==> config.mk <==
export PLATFORM = sky130hd
export DESIGN_NAME = frame_map
export DESIGN_NICKNAME = d
export VERILOG_FILES = /design/src/rtl/frame_pkg.sv /design/src/rtl/frame_pos_cnt.sv /design/src/rtl/frame_map.sv
export SDC_FILE = /design/constraint.sdc
export NUM_CORES = 1
export LEC_CHECK = 0
export ABC_CLOCK_PERIOD_IN_PS = 4000
export CAP_MARGIN = 20
export CORE_UTILIZATION = 50
export CTS_BUF_LIST = sky130_fd_sc_hd__clkbuf_4
export DETAILED_ROUTE_END_ITERATION = 7
export PLACE_DENSITY_LB_ADDON = 0.2
export REMOVE_ABC_BUFFERS = 1
export SYNTH_ARGS = -nofsm -noshare
export SYNTH_HDL_FRONTEND = slang
export SYNTH_HIERARCHICAL = 1
export SYNTH_SLANG_ARGS = --single-unit
==> constraint.sdc <==
create_clock -name i_clk -period 4 [get_ports i_clk]
set_input_delay 1 -clock i_clk [delete_from_list [all_inputs] [get_ports i_clk]]
set_output_delay 1 -clock i_clk [all_outputs]
set_load 0.1 [all_outputs]
==> src/rtl/frame_pkg.sv <==
// Shared frame-format definitions for the line-side frame mapper and the
// receiver demapper: geometry, column bounds, FAS byte values and a helper
// that classifies a (row, col) position into the kind of byte it carries.
package frame_pkg;

  localparam int P_ROWS    = 4;
  localparam int P_COLS    = 1041;
  localparam int P_OH_COLS = 16;

  localparam int ROW_W = 2;
  localparam int COL_W = 11;

  localparam logic [ROW_W-1:0] ROW_LAST = 2'd3;
  localparam logic [COL_W-1:0] COL_LAST = 11'd1040;

  localparam logic [COL_W-1:0] PYLD_COL_FIRST = 11'd16;
  localparam logic [COL_W-1:0] PYLD_COL_LAST  = 11'd1039;
  localparam logic [COL_W-1:0] STUFF_COL      = 11'd1040;
  localparam logic [COL_W-1:0] ARQ_COL        = 11'd6;

  // FAS occupies row 0: three bytes of FAS_BYTE_A then three of FAS_BYTE_B.
  localparam logic [COL_W-1:0] FAS_A_LAST_COL = 11'd2;
  localparam logic [COL_W-1:0] FAS_B_LAST_COL = 11'd5;
  localparam logic [7:0]       FAS_BYTE_A     = 8'hF6;
  localparam logic [7:0]       FAS_BYTE_B     = 8'h28;
  localparam logic [7:0]       ARQ_ON_BYTE    = 8'hFF;
  localparam logic [7:0]       ZERO_BYTE      = 8'h00;

  typedef enum logic [2:0] {
    COL_FAS_A = 3'd0,
    COL_FAS_B = 3'd1,
    COL_ARQ   = 3'd2,
    COL_OH    = 3'd3,
    COL_PYLD  = 3'd4,
    COL_STUFF = 3'd5
  } col_class_e;

  function automatic logic is_pyld_col(input logic [COL_W-1:0] col);
    return (col >= PYLD_COL_FIRST) && (col <= PYLD_COL_LAST);
  endfunction

  function automatic col_class_e col_class(input logic [ROW_W-1:0] row,
                                           input logic [COL_W-1:0] col);
    col_class_e cls;
    if (is_pyld_col(col)) begin
      cls = COL_PYLD;
    end else if (col == STUFF_COL) begin
      cls = COL_STUFF;
    end else if ((row == 2'd0) && (col <= FAS_A_LAST_COL)) begin
      cls = COL_FAS_A;
    end else if ((row == 2'd0) && (col <= FAS_B_LAST_COL)) begin
      cls = COL_FAS_B;
    end else if ((row == 2'd0) && (col == ARQ_COL)) begin
      cls = COL_ARQ;
    end else begin
      cls = COL_OH;
    end
    return cls;
  endfunction

endpackage

==> src/rtl/frame_pos_cnt.sv <==
// Row/column position counter for the frame mapper. Holds the position of
// the next byte to emit; advances by one column when i_adv is high, wrapping
// the last column to 0 with a row increment and the last row back to 0.
// Ports:
//   i_clk, i_rst_n : clock, asynchronous active-low reset
//   i_adv          : advance the position this cycle
//   o_row, o_col   : current position (registered)
module frame_pos_cnt
  import frame_pkg::*;
(
  input  logic             i_clk,
  input  logic             i_rst_n,
  input  logic             i_adv,
  output logic [ROW_W-1:0] o_row,
  output logic [COL_W-1:0] o_col
);

  logic [ROW_W-1:0] row_q, row_d;
  logic [COL_W-1:0] col_q, col_d;

  // Next position: increment column, wrap into the next row at the end.
  always_comb begin
    row_d = row_q;
    col_d = col_q;
    if (i_adv) begin
      if (col_q == COL_LAST) begin
        col_d = 11'd0;
        if (row_q == ROW_LAST) begin
          row_d = 2'd0;
        end else begin
          row_d = row_q + 2'd1;
        end
      end else begin
        col_d = col_q + 11'd1;
        row_d = row_q;
      end
    end else begin
      row_d = row_q;
      col_d = col_q;
    end
  end

  // Position register.
  always_ff @(posedge i_clk or negedge i_rst_n) begin
    if (!i_rst_n) begin
      row_q <= 2'd0;
      col_q <= 11'd0;
    end else begin
      row_q <= row_d;
      col_q <= col_d;
    end
  end

  assign o_row = row_q;
  assign o_col = col_q;

endmodule

==> src/rtl/frame_map.sv <==
// Frame mapper: builds the 4 x 1041 line frame from FAS/ARQ overhead, the
// client payload stream and a stuff column, and presents it one byte per
// emit cycle on a registered output with its row/column tag.
// Ports:
//   i_clk, i_rst_n                       : clock, asynchronous active-low reset
//   i_pyld_data/_valid, o_pyld_data_ready : client byte stream handshake
//   i_arq_en, i_arq_en_valid              : ARQ enable and its qualifier
//   i_line_ready                          : line side can take a byte
//   o_frame_data/_valid/_fas              : line byte, valid, frame-start flag
//   o_row_cnt, o_col_cnt                  : position of the byte on o_frame_data
module frame_map
  import frame_pkg::*;
(
  input  logic             i_clk,
  input  logic             i_rst_n,
  input  logic [7:0]       i_pyld_data,
  input  logic             i_pyld_data_valid,
  output logic             o_pyld_data_ready,
  input  logic             i_arq_en,
  input  logic             i_arq_en_valid,
  input  logic             i_line_ready,
  output logic [7:0]       o_frame_data,
  output logic             o_frame_data_valid,
  output logic             o_frame_data_fas,
  output logic [ROW_W-1:0] o_row_cnt,
  output logic [COL_W-1:0] o_col_cnt
);

  logic [ROW_W-1:0] pos_row_s;
  logic [COL_W-1:0] pos_col_s;
  logic             pyld_col_s;
  logic             emit_s;
  logic             arq_eff_s;
  logic [7:0]       byte_s;
  col_class_e       cls_s;

  logic             arq_en_q, arq_en_d;
  logic [7:0]       frame_data_q, frame_data_d;
  logic             frame_valid_q, frame_valid_d;
  logic             fas_q, fas_d;
  logic [ROW_W-1:0] row_out_q, row_out_d;
  logic [COL_W-1:0] col_out_q, col_out_d;

  frame_pos_cnt u_pos (
    .i_clk   (i_clk),
    .i_rst_n (i_rst_n),
    .i_adv   (emit_s),
    .o_row   (pos_row_s),
    .o_col   (pos_col_s)
  );

  // Ready depends only on the registered position and line back-pressure, so
  // the client may wait for ready before raising valid without deadlock.
  assign pyld_col_s        = is_pyld_col(pos_col_s);
  assign o_pyld_data_ready = i_line_ready & pyld_col_s;
  // Overhead and stuff columns never wait on the client.
  assign emit_s            = i_line_ready & (~pyld_col_s | i_pyld_data_valid);
  assign cls_s             = col_class(pos_row_s, pos_col_s);

  // Byte selection and ARQ latch; a same-cycle ARQ update bypasses the latch.
  always_comb begin
    arq_eff_s = arq_en_q;
    arq_en_d  = arq_en_q;
    byte_s    = ZERO_BYTE;
    if (i_arq_en_valid) begin
      arq_eff_s = i_arq_en;
      arq_en_d  = i_arq_en;
    end else begin
      arq_eff_s = arq_en_q;
      arq_en_d  = arq_en_q;
    end
    case (cls_s)
      COL_FAS_A: byte_s = FAS_BYTE_A;
      COL_FAS_B: byte_s = FAS_BYTE_B;
      COL_ARQ:   byte_s = arq_eff_s ? ARQ_ON_BYTE : ZERO_BYTE;
      COL_PYLD:  byte_s = i_pyld_data;
      COL_STUFF: byte_s = ZERO_BYTE;
      COL_OH:    byte_s = ZERO_BYTE;
      default:   byte_s = ZERO_BYTE;
    endcase
  end

  // Output stage: capture the byte and its tag on emit, otherwise hold.
  always_comb begin
    frame_data_d  = frame_data_q;
    frame_valid_d = 1'b0;
    fas_d         = 1'b0;
    row_out_d     = row_out_q;
    col_out_d     = col_out_q;
    if (emit_s) begin
      frame_data_d  = byte_s;
      frame_valid_d = 1'b1;
      fas_d         = (pos_row_s == 2'd0) && (pos_col_s == 11'd0);
      row_out_d     = pos_row_s;
      col_out_d     = pos_col_s;
    end else begin
      frame_data_d  = frame_data_q;
      frame_valid_d = 1'b0;
      fas_d         = 1'b0;
      row_out_d     = row_out_q;
      col_out_d     = col_out_q;
    end
  end

  // Output and ARQ registers.
  always_ff @(posedge i_clk or negedge i_rst_n) begin
    if (!i_rst_n) begin
      arq_en_q      <= 1'b0;
      frame_data_q  <= 8'h00;
      frame_valid_q <= 1'b0;
      fas_q         <= 1'b0;
      row_out_q     <= 2'd0;
      col_out_q     <= 11'd0;
    end else begin
      arq_en_q      <= arq_en_d;
      frame_data_q  <= frame_data_d;
      frame_valid_q <= frame_valid_d;
      fas_q         <= fas_d;
      row_out_q     <= row_out_d;
      col_out_q     <= col_out_d;
    end
  end

  assign o_frame_data       = frame_data_q;
  assign o_frame_data_valid = frame_valid_q;
  assign o_frame_data_fas   = fas_q;
  assign o_row_cnt          = row_out_q;
  assign o_col_cnt          = col_out_q;

endmodule
Word level (Yosys, flattened, before mapping). Cells that the tools add are included.

$add $sub $neg: 2. Magnitude comparators: 4. Equal/unequal tests: 6. Mux-type cells: 12. Bitwise logic cells: 4. Reductions and logical operators: 9.

Operators by type and width (count): one-hot mux 8 bit (4 select lines) (1); adder 11 x 1 -> 11 bit (second input constant) (1); equality test 11 bit (second input constant) (1); equality test 11 x 3 -> 1 bit (second input constant) (1); >= comparator 11 x 5 -> 1 bit (second input constant) (1); <= comparator 11 bit (second input constant) (1); <= comparator 11 x 2 -> 1 bit (second input constant) (1); <= comparator 11 x 3 -> 1 bit (second input constant) (1); logical NOT 11 bit (1); 2-to-1 mux 11 bit (1); 2-to-1 mux 8 bit (1); 2-to-1 mux 2 bit (3); 2-to-1 mux 3 bit (2); logical AND 1 bit (5); 2-to-1 mux 1 bit (4); equality test 3 x 1 -> 1 bit (second input constant) (1); equality test 3 x 2 -> 1 bit (second input constant) (1); equality test 3 bit (second input constant) (1); logical NOT 3 bit (1); adder 2 x 1 -> 2 bit (second input constant) (1); bitwise AND 1 bit (2); equality test 2 bit (second input constant) (1); logical NOT 2 bit (1); AND reduction 2 bit (1); other kinds (2) (2).

Register bits after elaboration: 37.

Logic depth before layout (Yosys ltp). Gate-level depths: netlist (run 1).

Word-level depth: 9. Mapped depth: 10. Depth with buffers taken out: 7.

By module. The synthesis (run 1) kept the hierarchy.

Modules (own cells, without submodules): frame_map (instances 1, cells an instance 112, area each 1287.5 sq um); frame_pos_cnt (instances 1, cells an instance 59, area each 671.9 sq um).

Least setup slack after synthesis (run 1). Ideal clock, no wire load.

Path kind: register to output. Start: register u_pos.col_q[8] (netlist: u_pos/o_col[8]). End: output o_pyld_data_ready. Arrival: 2.911 ns. Data required time: 3.000 ns. Setup slack: 0.089 ns. Stages on the path, launching flop included: 6. Path through: dfrtp_1 -> or4_1 -> or3_1 -> buf_6 -> xnor2_4 -> nor2_1.

Longest elaborated chain between the ends: 3. Elaborated cells between the ends (all ways): 4.

RTL lines: from (decl) (RTL line frame_pos_cnt.sv:19) `logic [COL_W-1:0] col_q, col_d;`; from (signal assigned) (RTL line frame_pos_cnt.sv:50) `col_q <= col_d;`; >= comparator 11 x 5 -> 1 bit / <= comparator 11 bit (equally long branches) (RTL line frame_pkg.sv:39) `return (col >= PYLD_COL_FIRST) && (col <= PYLD_COL_LAST);`; logical AND 1 bit * (RTL line frame_pkg.sv:39); bitwise AND 1 bit * (RTL line frame_map.sv:55) `assign o_pyld_data_ready = i_line_ready & pyld_col_s;`; to (decl) (RTL line frame_map.sv:18) `output logic o_pyld_data_ready,`.

Every way passes the cells marked *; elsewhere a longest branch is shown, timed or not.

Worst setup path in the final report (run 1). Same ends and word-level chain as after synthesis.

==> results of run 1 <==
[per-layer routing]
layer / GRT usage (%) / wire length, um / up-vias
met1: 24.83 / 1594 / 735
met3: 5.458 / 246 / 5
met5: 0 / 0 / -
met4: 7.500 / 39 / 0
met2: 36.58 / 1975 / 56
li1: - / - / 704
[cell families after synthesis]
kind of cell             Yosys count  synth area share (%)
XOR/XNOR                           8                 4.534
flip-flops                        37                 47.25
AO/OA/AOI/OAI                     37                 14.18
buffers and inverters             21                 6.002
adder cells (fa/ha/maj)            3                 1.916
AND/OR/NAND/NOR                   48                 14.94
multiplexers                      17                 11.18
[worst min-delay path by stage]
stage                     cells past startpoint                         end                        from  slack [ps]
after floorplan                               1  u_pos/o_col[9]$_DFFE_PN0P_  u_pos/o_col[9]$_DFFE_PN0P_         510
after global placement                        1    o_col_cnt[1]$_DFFE_PN0P_    o_col_cnt[1]$_DFFE_PN0P_         490
after detailed placement                      1    o_col_cnt[4]$_DFFE_PN0P_    o_col_cnt[4]$_DFFE_PN0P_         500
after CTS                                     1    o_col_cnt[4]$_DFFE_PN0P_    o_col_cnt[4]$_DFFE_PN0P_         520
after global routing                          1    o_col_cnt[3]$_DFFE_PN0P_    o_col_cnt[3]$_DFFE_PN0P_         540
final                                         1    o_col_cnt[4]$_DFFE_PN0P_    o_col_cnt[4]$_DFFE_PN0P_         520
[sequential cells by signal, indices dropped and copies added, names as in the netlist]
| register | cells |
|---|---|
| arq_en_q | 1 |
| o_col_cnt | 11 |
| o_frame_data | 8 |
| o_frame_data_fas | 1 |
| o_frame_data_valid | 1 |
| o_row_cnt | 2 |
| u_pos/o_col | 11 |
| u_pos/o_row | 2 |
[stage by stage]
stage	cell area, um^2	power (mW)	utilization, %	hold WS, ps	cells
floorplan	1887	1.454	-	505.8	162
global placement	2335	1.705	62.83	492.5	248
detailed placement	2335	1.730	62.83	499.7	248
CTS	2395	1.937	64.44	523.2	256
global route	2395	2.036	64.44	541.2	256
finish	2395	1.925	64.44	521.1	256
[where the power goes]
part / total (mW) / internal [mW] / switching, mW
logic: 1.12 / 0.349 / 0.775
clock network: 0.203 / 0.0904 / 0.113
registers: 0.598 / 0.472 / 0.126
[cells in the final DEF (no fill, tap or decap), types with 2 or more instances in the layout]
master	count
nand2_1	8
ha_1	3
clkbuf_4	8
nor3_1	3
xor2_1	2
a2bb2oi_1	6
and3_1	3
and3_2	2
clkdlybuf4s50_1	36
mux2_2	7
o22ai_1	2
nand3_1	5
xnor2_1	5
o221ai_1	5
mux2i_1	2
and4_1	4
mux2_4	8
o21ai_0	3
dfrtp_1	37
a31oi_1	4
nor2b_1	3
inv_1	12
nor4_1	2
nand4_1	3
nor2_1	6
a21oi_1	7
[cell type report]
type | instances | area share [%]
Inverter | 12 | 1.881
Tap cell | 48 | 2.508
Timing Repair Buffer | 38 | 16.20
Clock buffer | 8 | 2.508
Multi-Input combinational cell | 113 | 38.24
Sequential cell | 37 | 38.66
[worst max-delay path, cell delays in order (launching register included)]
cell and delay [ps]:
dfrtp_1 480, or4_1 620, or3_1 510, xnor2_4 230, nor2_1 210, buf_12 200
==> qor.yml, run 1 <==
yosys:
  yosysSeqAreaShare_pct: 47.25
  ys_top_cells_by_count: "dfrtp_1, inv_1, mux2_4, nand2_1"
  synth_most_common_cell: "dfrtp_1"
  synth_top_area_share_pct: 47.25
  yosys_most_used_dff: "dfrtp_1"
  yosys.area.top_type: "dfrtp_1"
  syn_area_um2: 1959
  ys_warn_count: 6
  synth.avg_cell_area_um2: 11.46
  syn_inst: 171
  yosysUniqueCellTypes: 47
  synth-edff-count: 0
  ys_ff_latch: 37
  async_flop_share_pct: 100.0
  synthTopCellsByArea: "dfrtp_1, mux2_4, mux2_2"
setup_path:
  r2r_setup_slack_ps: 870
  worstSetupStartpoint: "u_pos/o_col[8]$_DFFE_PN0P_"
  critical_path_arrival_ps: 2590
  critPathCaptureType: "output pin"
  path_max_fanout: 8
  path_class: "reg2out"
  crit_path_start_kind: "flop"
  cp.required_ps: 3000
  crit_end: "o_pyld_data_ready"
  r2r_end: "u_pos/o_col[6]$_DFFE_PN0P_"
  r2r-start: "u_pos/o_col[8]$_DFFE_PN0P_"
  r2r_cells: 7
die:
  die_area_um2: 4173
  start_util_pct: 52.73
  row_count: 22
  dieHeight_um: 64.60
  ioPinCount: 38
  die_x_um: 64.60
  core-area_um2: 3716
detailed_routing:
  num_vias: 1500
  wire_per_inst_um: 15.06
  drt-pass1-iter-count: 4
  drcViolationCount: 0
  routed_wl_mm: 3.856
  ant_nets: 0
  via_per_inst: 5.859
  drtIter0Drc: 80
worst_hold_path:
  holdCritPathClass: "reg2reg"
clocking:
  cts_root_buffer: "clkbuf_4"
  clock-sinks: 37
  cts.clk_slew.worst_paths_ps: 100
  cts_made_buffers: 5
  cts_tree: "built"
  insertion_delay_ps: 340
  cts_setup_buffers: 0
  h-tree-depth: 2
  clockBufferDepth: 2
  cts_resized: 0
  cts_hold_buf: 0
placement:
  post-place-ws_ps: 655.9
  gp_congestion: 0.8602
  numPortBuffers: 37
  post-dp-hpwl_mm: 2.724
global_routing:
  grt_max_degree: 38
  grt_overflow_total: 0
  grt_pass1_vias: 1463
  grt_pass1_wl_mm: 6.693
  grt.total_usage_pct: 20.98
  grt_antenna_before_repair: 0
layout:
  nNetsFinal: 224
  multi_input_area_um2: 915.9
  n_antenna_cell: 0
  drive_above_1_share_pct: 15.38
  fillers: 309
  syn2layout_area_growth_pct: 22.22
  ff_latch_area_um2: 925.9
sta:
  fin_ws_ps: 410.5
  worstMarginPinSlew_ps: 976.4
  fin_tns_setup_ps: 0
  drv_slew: 0
  fmax_ghz: 0.2786
  finalSetupViolations: 0
  period_share_pct: 89.74
  hold_viol_final: 0
  rsz0062_at_grt: "no"
  period_minus_slack_ps: 3590
  fin_skew_ps: 12.03
  max-slew-margin-rel_pct: 34.70
power:
  p_leak_nw: 1.068
  vdd_drop_max_v: 0.0004919
  powerDensity_nw_per_um2: 803.8
job:
  maxCapViolations: 0
outcome:
  outcome: "completed"
(Power assumes the default switching activity.)
==> run 2, diff against run 1 <==
CORE_UTILIZATION = 51   (was 50)
CTS_BUF_LIST = not set   (was sky130_fd_sc_hd__clkbuf_4)
==> run 2 against run 1 <==
Effect of this change:
- routed wire length up 6.4%
- sequential cell count unchanged
- critical path depth unchanged
- largest cell class unchanged
==> qor.yml, run 2 (synthesized netlist as in run 1, its figures left out) <==
setup_path:
  r2r_end: "u_pos/o_col[6]$_DFFE_PN0P_"  # unchanged
  r2r-start: "u_pos/o_col[8]$_DFFE_PN0P_"  # unchanged
  crit_path_max_incr_delay_ps: 630  # was 620 ps
  critPathCaptureType: "output pin"  # unchanged
  path_max_fanout: 8  # unchanged
  crit_chain: "or4_1, or3_1, xnor2_4, nor2_1, buf_12"  # unchanged
  cp.required_ps: 3000  # about the same
  slowest_stage: "or4_1"  # unchanged
  r2r_cells: 7  # unchanged
  crit_path_start_kind: "flop"  # unchanged
  critical_path_arrival_ps: 2570  # was 2590 ps
  r2r_setup_slack_ps: 820  # was 870 ps
  path_class: "reg2out"  # unchanged
clocking:
  cts_hold_buf: 0  # unchanged
  cts_tree: "built"  # unchanged
  insertion_delay_ps: 290  # was 340 ps
  cts_setup_buffers: 0  # unchanged
  cts.clk_slew.worst_paths_ps: 70  # was 100 ps
  clock-sinks: 37  # unchanged
  cts_resized: 0  # unchanged
  cts_root_buffer: "clkbuf_8"  # was clkbuf_4
  h-tree-depth: 2  # unchanged
  clockBufferDepth: 2  # unchanged
  cts_made_buffers: 5  # unchanged
sta:
  drv_slew: 0  # unchanged
  period_share_pct: 89.31  # was 89.74%
  fmax_ghz: 0.2799  # was 0.2786 GHz
  fin_skew_ps: 7.720  # was 12.03 ps
  fin_tns_setup_ps: 0  # unchanged
  worstMarginPinSlew_ps: 998.0  # was 976.4 ps
  hold_viol_final: 0  # unchanged
  period_minus_slack_ps: 3572  # was 3590 ps
  max-slew-margin-rel_pct: 33.26  # was 34.70%
  finalSetupViolations: 0  # unchanged
  rsz0062_at_grt: "no"  # unchanged
global_routing:
  grt_pass1_vias: 1411  # was 1,463
  grt_overflow_total: 0  # unchanged
  grt_antenna_before_repair: 0  # unchanged
  grt_pass1_wl_mm: 6.865  # was 6.693 mm
  grt.total_usage_pct: 21.96  # was 20.98%
  grt_max_degree: 38  # unchanged
power:
  p_leak_nw: 1.099  # was 1.068 nW
  vdd_drop_max_v: 0.0004178  # was 0.0004919 V
  clkPwrFrac_pct: 18.2  # was 10.6%
  sw_frac_of_total_pct: 49.33  # was 52.68%
  p_switching_mw: 1.040  # was 1.014 mW
  finalPower_mw: 2.109  # was 1.925 mW
  p_seq_share_pct: 28.4  # was 31.1%
  p_comb_share_pct: 53.5  # was 58.4%
  intPower_mw: 1.069  # was 0.9110 mW
  powerDensity_nw_per_um2: 854.4  # was 803.8 nW/um^2
placement:
  post-dp-hpwl_mm: 2.698  # was 2.724 mm
  gp_congestion: 0.8376  # was 0.8602
  numPortBuffers: 37  # unchanged
detailed_routing:
  ant_nets: 0  # unchanged
  routed_wl_mm: 4.104  # was 3.856 mm
  drt-pass1-iter-count: 5  # was 4
  wire_per_inst_um: 16.03  # was 15.06 um
  drtIter0Drc: 76  # was 80
  drcViolationCount: 0  # unchanged
  via_per_inst: 5.785  # was 5.859
  num_vias: 1481  # was 1,500
layout:
  drive_above_1_share_pct: 15.38  # unchanged
  fillers: 283  # was 309
  final_common_cell: "dfrtp_1"  # unchanged
  syn2layout_area_growth_pct: 25.99  # was 22.22%
  final_core_util_pct: 67.43  # was 64.44%
  nNetsFinal: 224  # unchanged
  n_antenna_cell: 0  # unchanged
  layout_common_cells: "dfrtp_1, clkdlybuf4s50_1, inv_1"  # unchanged
worst_hold_path:
  whs_path_depth: 1  # unchanged
  min_delay_worst_endpoint: "o_col_cnt[5]$_DFFE_PN0P_"  # was o_col_cnt[4]$_DFFE_PN0P_
  hp-start: "o_col_cnt[5]$_DFFE_PN0P_"  # was o_col_cnt[4]$_DFFE_PN0P_
  holdCritPathClass: "reg2reg"  # unchanged
die:
  dieHeight_um: 63.99  # was 64.60 um
  ioPinCount: 38  # unchanged
  core-area_um2: 3661  # was 3716 um^2
  die_x_um: 63.99  # was 64.60 um
  row_count: 22  # unchanged
  start_util_pct: 53.52  # was 52.73%
  die_area_um2: 4094  # was 4173 um^2
outcome:
  outcome: "completed"  # unchanged
job:
  maxCapViolations: 0  # unchanged
run 2: cell count changes in the layout (fill, tap and decap cells not counted):
cell / change
bufinv_16: +2
clkinv_2: +1
clkbuf_8: +5
clkbuf_4: -8
run 2: cell type report:
type | instances | area, um^2 | area share, %
tap | 48 | 60.06 | 2.433
timing repair buffer | 38 | 387.9 | 15.71
sequential | 37 | 925.9 | 37.51
clock inverter | 3 | 65.06 | 2.636
multi-input combinational | 113 | 915.9 | 37.10
inverter | 12 | 45.04 | 1.825
clock buffer | 5 | 68.82 | 2.788
run 2: through the flow:
step,hold slack (ps),setup slack [ps],cells,area (um^2)
6_report,511.6,427.7,256,2469
5_1_grt,530.3,330.9,256,2469
4_1_cts,518.0,429.2,256,2469
3_5_place_dp,495.1,666.3,248,2335
3_3_place_gp,490.8,714.8,248,2335
2_1_floorplan,505.8,17.18,162,1887
run 2: power by group through the flow:
stage / combinational, mW / sequential (mW) / clock, mW
after floorplan: 0.405 / 1.05 / 0
after global placement: 1.11 / 0.597 / 0
after detailed placement: 1.13 / 0.605 / 0
after CTS: 1.13 / 0.599 / 0.387
after global routing: 1.18 / 0.617 / 0.411
final: 1.13 / 0.599 / 0.383
run 2: worst max path at each step:
| stage | end | from | slack (ps) | depth (start not counted) |
|---|---|---|---|---|
| global route | o_pyld_data_ready | u_pos/o_col[8]$_DFFE_PN0P_ | 330 | 5 |
| floorplan | o_pyld_data_ready | u_pos/o_col[8]$_DFFE_PN0P_ | 20 | 4 |
| global placement | o_pyld_data_ready | i_line_ready | 710 | 4 |
| finish | o_pyld_data_ready | u_pos/o_col[8]$_DFFE_PN0P_ | 430 | 5 |
| detailed placement | o_pyld_data_ready | i_line_ready | 670 | 4 |
| CTS | o_pyld_data_ready | u_pos/o_col[8]$_DFFE_PN0P_ | 430 | 5 |
run 2: layer usage:
layer | GRT usage, % | up-vias | routed length (um)
met4 | 8.523 | 0 | 83
met1 | 28.67 | 711 | 1858
li1 | - | 704 | -
met2 | 35.37 | 57 | 1957
met3 | 5.000 | 9 | 203
met5 | 0 | - | 0
run 2: worst max-delay path: cells and delay by family (launching register included):
kind,cells,cell delay [ps]
xor+xnor,1,230
buf+inv,1,200
flops,1,480
simple gates,3,1360
